**src/rtl/pipe_ctrl_pkg.sv**
```systemverilog
// Shared definitions for the pipeline stall/flush sequencer: FSM encoding,
// counter widths, register-file constants and default latencies.
package pipe_ctrl_pkg;

    localparam int unsigned REG_ADDR_W            = 5;
    localparam int unsigned MULDIV_CNT_W          = 8;
    localparam int unsigned WAIT_CNT_W            = 16;
    localparam int unsigned DEFAULT_MULDIV_CYCLES = 32;
    localparam int unsigned DEFAULT_MEM_TIMEOUT   = 64;

    // $zero is never a real producer, so it never creates a dependency
    localparam logic [REG_ADDR_W-1:0] REG_ZERO = 5'd0;

    typedef enum logic [1:0] {
        ST_RUN      = 2'd0,
        ST_MEM_WAIT = 2'd1,
        ST_MULDIV   = 2'd2
    } state_e;

    // Load in EX writes a register the ID instruction is about to read
    function automatic logic load_use_hit(
        input logic                  ex_memread,
        input logic [REG_ADDR_W-1:0] ex_rt,
        input logic [REG_ADDR_W-1:0] id_rs,
        input logic [REG_ADDR_W-1:0] id_rt,
        input logic                  id_uses_rt
    );
        return ex_memread && (ex_rt != REG_ZERO) &&
               ((ex_rt == id_rs) || (id_uses_rt && (ex_rt == id_rt)));
    endfunction

endpackage

```
**src/rtl/muldiv_tracker.sv**
```systemverilog
// Mult/div occupancy tracker: start acceptance, latency countdown and busy
// flag. Only built when HAZARD_MULDIV_EN is defined.
`ifdef HAZARD_MULDIV_EN
module muldiv_tracker
    import pipe_ctrl_pkg::*;
#(
    parameter int unsigned MULDIV_CYCLES = DEFAULT_MULDIV_CYCLES
) (
    input  logic clk_i,
    input  logic rst_i,
    input  logic start_i,
    input  logic mem_stall_i,
    input  logic branch_i,
    input  logic in_muldiv_i,
    output logic start_acc_c_o,
    output logic busy_c_o,
    output logic cnt_nz_c_o
);

    localparam logic [MULDIV_CNT_W-1:0] CNT_LOAD = MULDIV_CNT_W'(MULDIV_CYCLES - 1);

    logic [MULDIV_CNT_W-1:0] cnt_q, cnt_d;

    // A frozen EX instruction is re-presented later; a start paired with a
    // taken branch is a protocol error and the branch wins.
    assign start_acc_c_o = start_i && !mem_stall_i && !branch_i;

    // Reload on an accepted start, otherwise count down to zero (even while frozen)
    always_comb begin
        cnt_d = cnt_q;
        if (start_acc_c_o) begin
            cnt_d = CNT_LOAD;
        end else if (cnt_q != '0) begin
            cnt_d = cnt_q - MULDIV_CNT_W'(1);
        end
    end

    // Countdown register
    always_ff @(posedge clk_i) begin
        if (rst_i) begin
            cnt_q <= '0;
        end else begin
            cnt_q <= cnt_d;
        end
    end

    // The last busy cycle is the one where the count sits at zero in MULDIV
    assign cnt_nz_c_o = (cnt_q != '0);
    assign busy_c_o   = cnt_nz_c_o || in_muldiv_i;

endmodule
`endif

```
**src/rtl/pipeline_hazard_ctrl.sv**
```systemverilog
// Stall/flush sequencer for the 5-stage MIPS pipeline. Resolves load-use,
// mult/div HI/LO occupancy and data-memory wait states, and squashes the
// wrong-path fetch on a taken branch. Control outputs are Mealy.
// Optional feature macro: HAZARD_MULDIV_EN (mult/div tracking and HI/LO rule).
module pipeline_hazard_ctrl
    import pipe_ctrl_pkg::*;
#(
    parameter int unsigned MULDIV_CYCLES = DEFAULT_MULDIV_CYCLES,
    parameter int unsigned MEM_TIMEOUT   = DEFAULT_MEM_TIMEOUT
) (
    input  logic                  CLK,
    input  logic                  Reset,
    input  logic [REG_ADDR_W-1:0] IF_ID_Reg_RS,
    input  logic [REG_ADDR_W-1:0] IF_ID_Reg_RT,
    input  logic                  ID_UsesRT,
    input  logic                  ID_UsesHiLo,
    input  logic [REG_ADDR_W-1:0] ID_EX_Reg_RT,
    input  logic                  ID_EX_MemRead,
    input  logic                  EX_BranchTaken,
    input  logic                  EX_MulDivStart,
    input  logic                  EX_MEM_MemAccess,
    input  logic                  MEM_Ready,
    output logic                  PC_Write,
    output logic                  IF_ID_Write,
    output logic                  IF_ID_Flush,
    output logic                  ID_EX_Bubble,
    output logic                  Pipe_Freeze,
    output logic                  MulDiv_Busy,
    output logic                  Mem_Timeout,
    output logic [1:0]            State
);

    localparam logic [WAIT_CNT_W-1:0] WAIT_MAX = WAIT_CNT_W'(MEM_TIMEOUT - 1);

    state_e                  state_q, state_d;
    logic [WAIT_CNT_W-1:0]   wait_q, wait_d;
    logic                    timeout_q, timeout_d;
    logic                    lu_stall_q, lu_stall_d;

    logic                    mem_stall;
    logic                    load_use;
    logic                    muldiv_start_acc;
    logic                    muldiv_busy;
    logic                    muldiv_cnt_nz;
    logic                    hilo_hazard;

    // Memory has not finished the access in MEM: everything behind it must hold
    assign mem_stall = EX_MEM_MemAccess && !MEM_Ready;

    // A load-use stall lasts one cycle; the bubble then moves the load to MEM
    assign load_use = !lu_stall_q &&
                      load_use_hit(ID_EX_MemRead, ID_EX_Reg_RT, IF_ID_Reg_RS,
                                   IF_ID_Reg_RT, ID_UsesRT);

`ifdef HAZARD_MULDIV_EN
    muldiv_tracker #(
        .MULDIV_CYCLES (MULDIV_CYCLES)
    ) u_muldiv_tracker (
        .clk_i         (CLK),
        .rst_i         (Reset),
        .start_i       (EX_MulDivStart),
        .mem_stall_i   (mem_stall),
        .branch_i      (EX_BranchTaken),
        .in_muldiv_i   (state_q == ST_MULDIV),
        .start_acc_c_o (muldiv_start_acc),
        .busy_c_o      (muldiv_busy),
        .cnt_nz_c_o    (muldiv_cnt_nz)
    );

    assign hilo_hazard = muldiv_busy && ID_UsesHiLo;
`else
    logic unused_muldiv;

    // Mult/div tracking absent: its inputs are deliberately ignored
    assign unused_muldiv    = ^{EX_MulDivStart, ID_UsesHiLo, MULDIV_CNT_W'(MULDIV_CYCLES)};
    assign muldiv_start_acc = 1'b0;
    assign muldiv_busy      = 1'b0;
    assign muldiv_cnt_nz    = 1'b0;
    assign hilo_hazard      = 1'b0;
`endif

    // Next state, wait counter, sticky timeout and prioritised control outputs
    always_comb begin
        state_d      = state_q;
        wait_d       = '0;
        timeout_d    = timeout_q;
        lu_stall_d   = 1'b0;
        PC_Write     = 1'b1;
        IF_ID_Write  = 1'b1;
        IF_ID_Flush  = 1'b0;
        ID_EX_Bubble = 1'b0;
        Pipe_Freeze  = 1'b0;

        if (mem_stall) begin
            state_d = ST_MEM_WAIT;
        end else if (muldiv_start_acc) begin
            state_d = ST_MULDIV;
        end else begin
            case (state_q)
                ST_MEM_WAIT: state_d = muldiv_cnt_nz ? ST_MULDIV : ST_RUN;
                ST_MULDIV:   state_d = muldiv_cnt_nz ? ST_MULDIV : ST_RUN;
                default:     state_d = ST_RUN;
            endcase
        end

        // Count wait cycles only while the wait persists; saturate at the limit
        if ((state_q == ST_MEM_WAIT) && (state_d == ST_MEM_WAIT)) begin
            wait_d = (wait_q == WAIT_MAX) ? wait_q : wait_q + WAIT_CNT_W'(1);
            if (wait_d == WAIT_MAX) begin
                timeout_d = 1'b1;
            end
        end

        if (!Reset) begin
            if (mem_stall) begin
                Pipe_Freeze = 1'b1;
                PC_Write    = 1'b0;
                IF_ID_Write = 1'b0;
            end else if (EX_BranchTaken) begin
                // ID holds a wrong-path instruction, so its hazards are moot
                IF_ID_Flush  = 1'b1;
                ID_EX_Bubble = 1'b1;
            end else if (hilo_hazard) begin
                PC_Write     = 1'b0;
                IF_ID_Write  = 1'b0;
                ID_EX_Bubble = 1'b1;
            end else if (load_use) begin
                PC_Write     = 1'b0;
                IF_ID_Write  = 1'b0;
                ID_EX_Bubble = 1'b1;
                lu_stall_d   = 1'b1;
            end
        end
    end

    // State, wait counter, timeout flag and load-use history
    always_ff @(posedge CLK) begin
        if (Reset) begin
            state_q    <= ST_RUN;
            wait_q     <= '0;
            timeout_q  <= 1'b0;
            lu_stall_q <= 1'b0;
        end else begin
            state_q    <= state_d;
            wait_q     <= wait_d;
            timeout_q  <= timeout_d;
            lu_stall_q <= lu_stall_d;
        end
    end

    // Reset forces the status outputs to their idle values immediately
    assign State       = Reset ? ST_RUN : state_q;
    assign Mem_Timeout = timeout_q && !Reset;
    assign MulDiv_Busy = muldiv_busy && !Reset;

endmodule

```
**config.mk**
```make
export PLATFORM = sky130hd
export DESIGN_NAME = pipeline_hazard_ctrl
export DESIGN_NICKNAME = d
export VERILOG_FILES = /design/src/rtl/pipe_ctrl_pkg.sv /design/src/rtl/muldiv_tracker.sv /design/src/rtl/pipeline_hazard_ctrl.sv
export SDC_FILE = /design/constraint.sdc
export NUM_CORES = 1
export LEC_CHECK = 0
export CORE_UTILIZATION = 38
export DETAILED_ROUTE_END_ITERATION = 6
export SLEW_MARGIN = 20
export SYNTH_ARGS = -nofsm -noshare
export SYNTH_HDL_FRONTEND = slang
export SYNTH_SLANG_ARGS = --single-unit
export TNS_END_PERCENT = 10
```
**constraint.sdc**
```tcl
create_clock -name CLK -period 2.43 [get_ports CLK]
set_clock_uncertainty 0.15 [all_clocks]
set_input_delay 0.486 -clock CLK [delete_from_list [all_inputs] [get_ports CLK]]
set_output_delay 0.486 -clock CLK [all_outputs]
set_load 0.005 [all_outputs]
```
==> flow_metrics.env, run 1 <==
export IMPL_outcome="finished with violations"
export IMPL_violations="setup timing"
export IMPL_crit_required_ns=1.79
export IMPL_crit_slowest_cell="or4_4"
export IMPL_clock_sinks=19
export IMPL_drc=0
export IMPL_clock_root_buffer="clkbuf_4"
export IMPL_grt_pass1_wl_mm=4.816
export IMPL_placed_cell_area_um2=1604
export IMPL_cp_cell_sequence="clkdlybuf4s15_2 > or4_4 > nor2_2 > nor4b_2 > buf_4 > o21a_1 > buf_2"
export IMPL_max_cap_viol_count=0
export IMPL_post_place_cells=223
export IMPL_avgRoutedWirePerCell_um=12.70
export IMPL_peakVddDrop_mv=0.2312
export IMPL_grt_pass1_vias=1060
export IMPL_clk_latency_ns=0.31
export IMPL_antenna_found_initial=0
export IMPL_fin_crit_sh=1.013
export IMPL_final_nets=209
export IMPL_drv_slew=0
export IMPL_ys_types=40
export IMPL_start_kind="primary input"
export IMPL_die_area_um2=3560
export IMPL_postCtsSetupRepairBufs=0
export IMPL_grt_setup_unrepaired="true"
export IMPL_end_kind="primary output"
export IMPL_synthTopCellsByArea="dfxtp_1 30%, xor2_1 8.3%, xnor2_1 6.9%"
export IMPL_final_area_um2=1640
export IMPL_grtUsageTotal=0.1803
export IMPL_start_util=0.4073
export IMPL_dieWidth_um=59.67
export IMPL_portBuffers=28
export IMPL_powerDensity_nw_per_um2=340.5
export IMPL_clk_path_buf_depth=2
export IMPL_hold_violations=0
export IMPL_gp_congestion=0.8443
export IMPL_ys_warn_count=0
export IMPL_num_vias=1170
export IMPL_worst_path_largest_cell_delay_ns=0.54
export IMPL_syn_to_final_growth_pct=29.80
export IMPL_synth_async_reset_ratio=0
export IMPL_grt_max_degree=17
export IMPL_slew_headroom=0.6238
export IMPL_fmax_ghz=0.4061
export IMPL_holdWs_ns=0.3403
export IMPL_ys_ff_latch=19
export IMPL_cts_buffers=3
export IMPL_p_leak_uw=0.0006114
export IMPL_fin_ws_ns=-0.03241
export IMPL_synth_top_area_cell="dfxtp_1"
export IMPL_finalPower_uw=558.5
export IMPL_antenna_cells=0
export IMPL_hold_path_class="flip-flop to flip-flop"
export IMPL_htreeDepth=1
export IMPL_synth_edf_count=0
export IMPL_io_pins=33
export IMPL_worst_ep_arrival_time_ns=1.83
export IMPL_avgViaCountPerCell=5.154
export IMPL_synth_area_per_cell_um2=8.260
export IMPL_drive_above_1_share=0.2295
export IMPL_rows=20
export IMPL_synth_seq_area_share=0.3010
export IMPL_cts_tree="built"
export IMPL_clkSlewWorstSetupHoldPaths_ns=0.11
export IMPL_synth_flop_cell="dfxtp_1"
export IMPL_first_pass_iters=4
export IMPL_critPathMaxFanout=3
export IMPL_synthCells=153
export IMPL_detail_route_iter0_violations=48
export IMPL_crit_type="primary input to primary output"
export IMPL_core_um2=3103
export IMPL_fin_crit_ns=2.462
export IMPL_layoutNonFillerInstCount=227
export IMPL_die_y_um=59.67
export IMPL_syn_area_um2=1264
export IMPL_ant_nets=0
export IMPL_final_common_cell="nor2_1"
export IMPL_gr_total_overflow=0
export IMPL_yosys_area_top_type_share=0.3010
export IMPL_totalWireLength_mm=2.884
export IMPL_worst_pin_slew_ns=0.5592
export IMPL_hpwl_mm=2.185
export IMPL_mostFrequentLayoutCells="21 x nor2_1, 19 x dfxtp_1, 10 x xor2_1, 10 x xnor2_1, 9 x clkdlybuf4s50_1"
export IMPL_setup_viol=4
==> metrics by stage <==
stage,TNS (ns),util,worst slack [ns]
after floorplan,0,-,0.1174
after global placement,-2.214,0.5169,-0.7632
after detailed placement,-2.407,0.5169,-0.8284
after CTS,-0.2491,0.5129,-0.09034
after global routing,-0.3885,0.5286,-0.09409
final,-0.09747,0.5286,-0.03241
==> final timing paths <==
kind / start / end / slack, ns / cells past startpoint
hold reg to reg: timeout_q / timeout_q / 0.34 / 2
setup / recovery: ID_EX_Reg_RT[1] / ID_EX_Bubble / -0.03 / 7
setup reg to reg: wait_q[1] / timeout_q / 0.21 / 6
hold / removal: timeout_q / timeout_q / 0.34 / 2
==> synth_stat cells (all sizes together), types with 2 or more instances <==
cell,count
inv,3
nor4,5
or4,2
dfxtp,19
or3,3
nor2,23
buf,9
a31oi,2
nand4,10
nor4b,3
o21ai,4
and4,2
o21a,2
nand2,5
nand3,6
xnor2,10
nor3,6
xor2,12
nor2b,5
clkbuf,3
a21oi,5
==> worst max-delay path: cells and delay by family <==
family          cells  cell delay [ns]
buf+inv             3             0.47
compound gates      1             0.16
simple gates        3             0.71
==> layout make-up <==
cell class | count | area [um2]
fill | 325 | 1463
multi-input combinational | 120 | 854.6
sequential | 19 | 380.4
timing repair buffer | 37 | 311.5
tap | 44 | 55.05
clock buffer | 3 | 22.52
inverter | 3 | 11.26
clock inverter | 1 | 5.005
==> metal layers <==
metal,global-route usage,part of all wire,vias to the layer above,wire length [um]
met1,0.2357,0.49,552,1407
met2,0.3032,0.48,10,1395
met5,0,0,-,0
met4,0.03987,0.0080,0,23
li1,-,-,604,-
met3,0.03896,0.020,4,58
==> flip-flops by register name (all words and copies together), names as in the netlist <==
name and cells:
lu_stall_q 1, state_q 1, timeout_q 1, wait_q 16
==> power breakdown <==
| part | switching, uW | internal, uW |
|---|---|---|
| Sequential | 0.265 | 312 |
| Combinational | 31.6 | 49.0 |
| Clock | 104 | 61.5 |
| Total | 136 | 423 |
==> cell families (layout without fill, tap and decap cells) <==
| group | count (synthesis) | in the layout | synth area share |
|---|---|---|---|
| other | 1 | 2 | 0.002967 |
| xor gates and xnor gates | 22 | 22 | 0.1525 |
| and+or+nand+nor | 74 | 74 | 0.3564 |
| muxes | 1 | 1 | 0.007921 |
| DFF | 19 | 19 | 0.3010 |
| AOI/OAI and AO/OA | 20 | 20 | 0.1079 |
| adders and majority gates | 1 | 1 | 0.009899 |
| buffers and inverters | 15 | 44 | 0.06138 |
==> what timing repair did <==
item | in CTS | in global routing
gates cloned | 0 | 0
hold buffers | 0 | 0
setup endpoints to repair | 5 | 6
pin swaps | 9 | 7
resized for setup | 52 | 16
Note: power is estimated with default switching activity, not from simulation.
==> run 2, diff against run 1 <==
Settings changed: PLACE_DENSITY from default to 0.63.
==> flow_metrics.env, run 2 (synthesis gave the netlist of run 1 again) <==
export IMPL_htreeDepth=1
export IMPL_hold_path_class="flip-flop to flip-flop"
export IMPL_setup_viol=3
export IMPL_worst_ep_arrival_time_ns=1.81
export IMPL_crit_type="primary input to primary output"
export IMPL_largest_register_ff_count=16
export IMPL_seq_area_um2=380.4
export IMPL_grt_max_degree=17
export IMPL_antenna_cells=0
export IMPL_dieWidth_um=59.67
export IMPL_antenna_found_initial=0
export IMPL_avgRoutedWirePerCell_um=12.83
export IMPL_placed_cell_area_um2=1604
export IMPL_slew_headroom=0.6461
export IMPL_fin_crit_ns=2.449
export IMPL_postCtsSetupRepairBufs=0
export IMPL_fmax_ghz=0.4084
export IMPL_crit_required_ns=1.79
export IMPL_outcome="finished with violations"
export IMPL_grt_pass1_vias=1177
export IMPL_clkSlewWorstSetupHoldPaths_ns=0.12
export IMPL_clk_latency_ns=0.31
export IMPL_totalWireLength_mm=2.913
export IMPL_powerDensity_nw_per_um2=341.9
export IMPL_syn_to_final_growth_pct=30.79
export IMPL_grt_setup_unrepaired="true"
export IMPL_holdWs_ns=0.3344
export IMPL_clk_path_buf_depth=2
export IMPL_gr_total_overflow=0
export IMPL_end_kind="primary output"
export IMPL_switching_share=0.2431
export IMPL_detail_route_iter0_violations=24
export IMPL_fin_ws_ns=-0.01874
export IMPL_drc=0
export IMPL_core_um2=3103
export IMPL_max_cap_viol_count=0
export IMPL_combPwrFrac=0.144
export IMPL_ant_nets=0
export IMPL_peakVddDrop_mv=0.2679
export IMPL_seqPwrFrac=0.553
export IMPL_io_pins=33
export IMPL_gp_congestion=0.8461
export IMPL_mostFrequentLayoutCells="22 x nor2_1, 19 x dfxtp_1, 12 x xor2_1"
export IMPL_start_kind="primary input"
export IMPL_largest_register="wait_q"
export IMPL_fin_crit_sh=1.008
export IMPL_n_fill_cell=303
export IMPL_num_vias=1171
export IMPL_grt_pass1_wl_mm=4.954
export IMPL_layoutNonFillerInstCount=227
export IMPL_avgViaCountPerCell=5.159
export IMPL_post_place_cells=223
export IMPL_r2r_cells=6
export IMPL_die_area_um2=3560
export IMPL_final_area_um2=1653
export IMPL_start_util=0.4073
export IMPL_critPathMaxFanout=3
export IMPL_final_nets=209
export IMPL_first_pass_iters=4
export IMPL_die_y_um=59.67
export IMPL_intPower_uw=427.7
export IMPL_cts_buffers=3
export IMPL_final_common_cell="nor2_1"
export IMPL_multi_input_area_um2=849.6
export IMPL_hold_depth=2
export IMPL_drive_above_1_share=0.1967
export IMPL_hold_violations=0
export IMPL_violations="setup timing"
export IMPL_clock_sinks=19
export IMPL_drv_slew=0
export IMPL_grtUsageTotal=0.1798
export IMPL_hpwl_mm=2.244
export IMPL_portBuffers=28
export IMPL_cts_tree="built"
export IMPL_power_net_switching_uw=137.4
export IMPL_p_leak_uw=0.0006544
export IMPL_pwr_share_clk=0.303
export IMPL_worst_pin_slew_ns=0.5260
export IMPL_clock_root_buffer="clkbuf_4"
export IMPL_rows=20
-- run 2: cell type report --
| class | instances | area share |
|---|---|---|
| clock buffer | 4 | 0.01590 |
| inverter | 3 | 0.006813 |
| multi-input combinational | 120 | 0.5140 |
| sequential | 19 | 0.2301 |
| tap | 44 | 0.03331 |
| timing repair buffer | 37 | 0.1998 |
-- run 2: worst max-delay path, cell delays in order --
cell and delay (ns):
buf_6 0.09, buf_4 0.12, or4_1 0.47, nor2_1 0.15, nor4b_2 0.07, buf_4 0.14
o21a_1 0.16, buf_2 0.12
-- run 2: metrics by stage --
step / setup WS, ns / utilization / power, uW / TNS [ns]
floorplan: 0.1174 / - / 345.8 / 0
global placement: -0.7699 / 0.5169 / 399.9 / -2.221
detailed placement: -0.7944 / 0.5169 / 401.7 / -2.471
CTS: -0.08105 / 0.5214 / 565.4 / -0.2847
global route: -0.1120 / 0.5327 / 587.2 / -0.2628
finish: -0.01874 / 0.5327 / 565.1 / -0.02220
-- run 2: path summary, 6_finish.rpt --
check / end / slack (ns) / startpoint
worst max-delay path: ID_EX_Bubble / -0.02 / ID_EX_Reg_RT[3]
worst max register to register: timeout_q / 0.21 / wait_q[0]
worst min-delay path: timeout_q / 0.33 / timeout_q
worst min register to register: timeout_q / 0.33 / timeout_q
-- run 2: timing repair --
item,4_1_cts,5_1_grt
pin swaps,12,5
hold buffers,0,0
endpoints found under the setup margin,5,6
gates resized for setup,58,12
-- run 2: power groups by stage --
stage                     clock [uW]  combinational (uW)  sequential, uW
final                            171                81.3             313
after global placement             0                80.1             320
after CTS                        175                77.5             313
after global routing             186                88.5             313
after floorplan                    0                26.1             320
after detailed placement           0                81.9             320
-- run 2: metal layers --
layer	part of all wire	GRT usage
met2	0.51	0.3111
met4	0.0086	0.06977
met1	0.45	0.2168
met3	0.038	0.03680
met5	0	0
==> run 3, diff against run 2 <==
Settings changed: CELL_PAD_IN_SITES_DETAIL_PLACEMENT from default to 1, CELL_PAD_IN_SITES_GLOBAL_PLACEMENT from default to 1, CORE_UTILIZATION 38 to 35, PLACE_DENSITY 0.63 to 0.77.
==> flow_metrics.env, run 3 (synthesis gave the netlist of run 1 again) <==
export IMPL_clkSlewWorstSetupHoldPaths_ns=0.11
export IMPL_avgViaCountPerCell=5.238
export IMPL_ant_nets=0
export IMPL_clock_root_buffer="clkbuf_4"
export IMPL_setup_viol=3
export IMPL_p_leak_uw=0.0006196
export IMPL_num_vias=1210
export IMPL_start_util=0.3728
export IMPL_violations="setup timing"
export IMPL_final_common_cell="nor2_1"
export IMPL_htreeDepth=1
export IMPL_grt_setup_unrepaired="true"
export IMPL_gr_total_overflow=0
export IMPL_worst_pin_slew_ns=0.5124
export IMPL_io_pins=33
export IMPL_largest_register_ff_count=16
export IMPL_fin_crit_ns=2.547
export IMPL_grtUsageTotal=0.2103
export IMPL_clock_sinks=19
export IMPL_grt_pass1_wl_mm=5.871
export IMPL_cts_tree="built"
export IMPL_detail_route_iter0_violations=47
export IMPL_utilization=0.4884
export IMPL_n_fill_cell=416
export IMPL_die_y_um=62.09
export IMPL_slew_headroom=0.6553
export IMPL_largest_register="wait_q"
export IMPL_final_nets=211
export IMPL_powerDensity_nw_per_um2=340.0
export IMPL_fmax_ghz=0.3926
export IMPL_worst_ep_arrival_time_ns=1.91
export IMPL_die_area_um2=3855
export IMPL_avgRoutedWirePerCell_um=15.08
export IMPL_fin_crit_sh=1.048
export IMPL_fin_ws_ns=-0.1171
export IMPL_totalWireLength_mm=3.483
export IMPL_outcome="finished with violations"
export IMPL_critPathMaxFanout=2
export IMPL_core_um2=3390
export IMPL_first_pass_iters=4
export IMPL_end_kind="primary output"
export IMPL_syn_to_final_growth_pct=30.99
export IMPL_drc=0
export IMPL_hold_path_class="flip-flop to flip-flop"
export IMPL_mostFrequentLayoutCells="22 x nor2_1, 19 x dfxtp_1, 12 x xor2_1"
export IMPL_gp_congestion=0.8412
export IMPL_drv_slew=0
export IMPL_peakVddDrop_mv=0.2465
export IMPL_start_kind="primary input"
export IMPL_clk_latency_ns=0.31
export IMPL_antenna_found_initial=0
export IMPL_antenna_cells=0
export IMPL_hpwl_mm=2.736
export IMPL_rows=21
export IMPL_portBuffers=28
export IMPL_cts_buffers=3
export IMPL_max_cap_viol_count=0
export IMPL_crit_type="primary input to primary output"
export IMPL_dieWidth_um=62.09
export IMPL_grt_pass1_vias=1235
export IMPL_finalPower_uw=562.8
export IMPL_clk_path_buf_depth=2
export IMPL_grt_max_degree=17
export IMPL_crit_required_ns=1.79
export IMPL_hold_violations=0
export IMPL_drive_above_1_share=0.2054
-- run 3: changes by cell type in the layout (fill, tap and decap cells not counted), sizes merged --
cell,change
dlymetal6s2s,-3
clkinv,+1
clkdlybuf4s15,+1
buf,+3
clkbuf,-2
clkdlybuf4s50,+2
-- run 3: through the flow --
step	hold WS [ns]	cell area (um2)	cells	setup slack (ns)	TNS [ns]
after floorplan	0.2932	1267	154	0.1174	0
after global placement	0.3132	1614	226	-0.7367	-2.152
after detailed placement	0.3232	1614	226	-0.8307	-2.508
after CTS	0.3495	1624	231	-0.2020	-0.5299
after global routing	0.3743	1655	231	-0.1881	-0.6103
final	0.3412	1655	231	-0.1171	-0.2660
-- run 3: where the power goes --
| part | total [uW] | internal, uW | switching (uW) |
|---|---|---|---|
| sequential | 312 | 312 | 0.246 |
| combinational | 83.6 | 52.1 | 31.4 |
| clock | 167 | 61.5 | 105 |
-- run 3: repair_timing --
item,4_1_cts,5_1_grt
endpoints found under the hold margin,0,0
hold buffers,0,0
setup endpoints to repair,6,5
pin swaps,12,8
resized for setup,57,11
setup buffers,1,0
-- run 3: worst max-delay path: stages --
cell     delay [ns]
buf_2          0.12
buf_6          0.12
or4_4          0.49
nor2_4         0.12
nor4b_2        0.05
buf_4          0.15
buf_6          0.11
o21a_1         0.15
buf_2          0.12
-- run 3: path summary, 6_finish.rpt --
path	from	slack [ns]	end	cells past startpoint
setup / recovery	ID_EX_Reg_RT[4]	-0.12	ID_EX_Bubble	9
hold / removal	timeout_q	0.34	timeout_q	2
setup reg to reg	wait_q[1]	0.16	timeout_q	6
hold reg to reg	timeout_q	0.34	timeout_q	2
-- run 3: cell type report --
class	instances	area, um2	area share
Inverter	3	11.26	0.006803
Sequential cell	19	380.4	0.2298
Clock inverter	1	5.005	0.003023
Tap cell	46	57.56	0.03477
Clock buffer	3	22.52	0.01361
Timing Repair Buffer	39	345.3	0.2086
Multi-Input combinational cell	120	833.3	0.5034
-- run 3: layer usage --
| layer | share of wire | wire length (um) | track usage |
|---|---|---|---|
| met5 | 0 | 0 | 0 |
| met4 | 0.0075 | 26 | 0.04127 |
| met3 | 0.024 | 82 | 0.05176 |
| met2 | 0.54 | 1870 | 0.3678 |
| met1 | 0.43 | 1503 | 0.2620 |
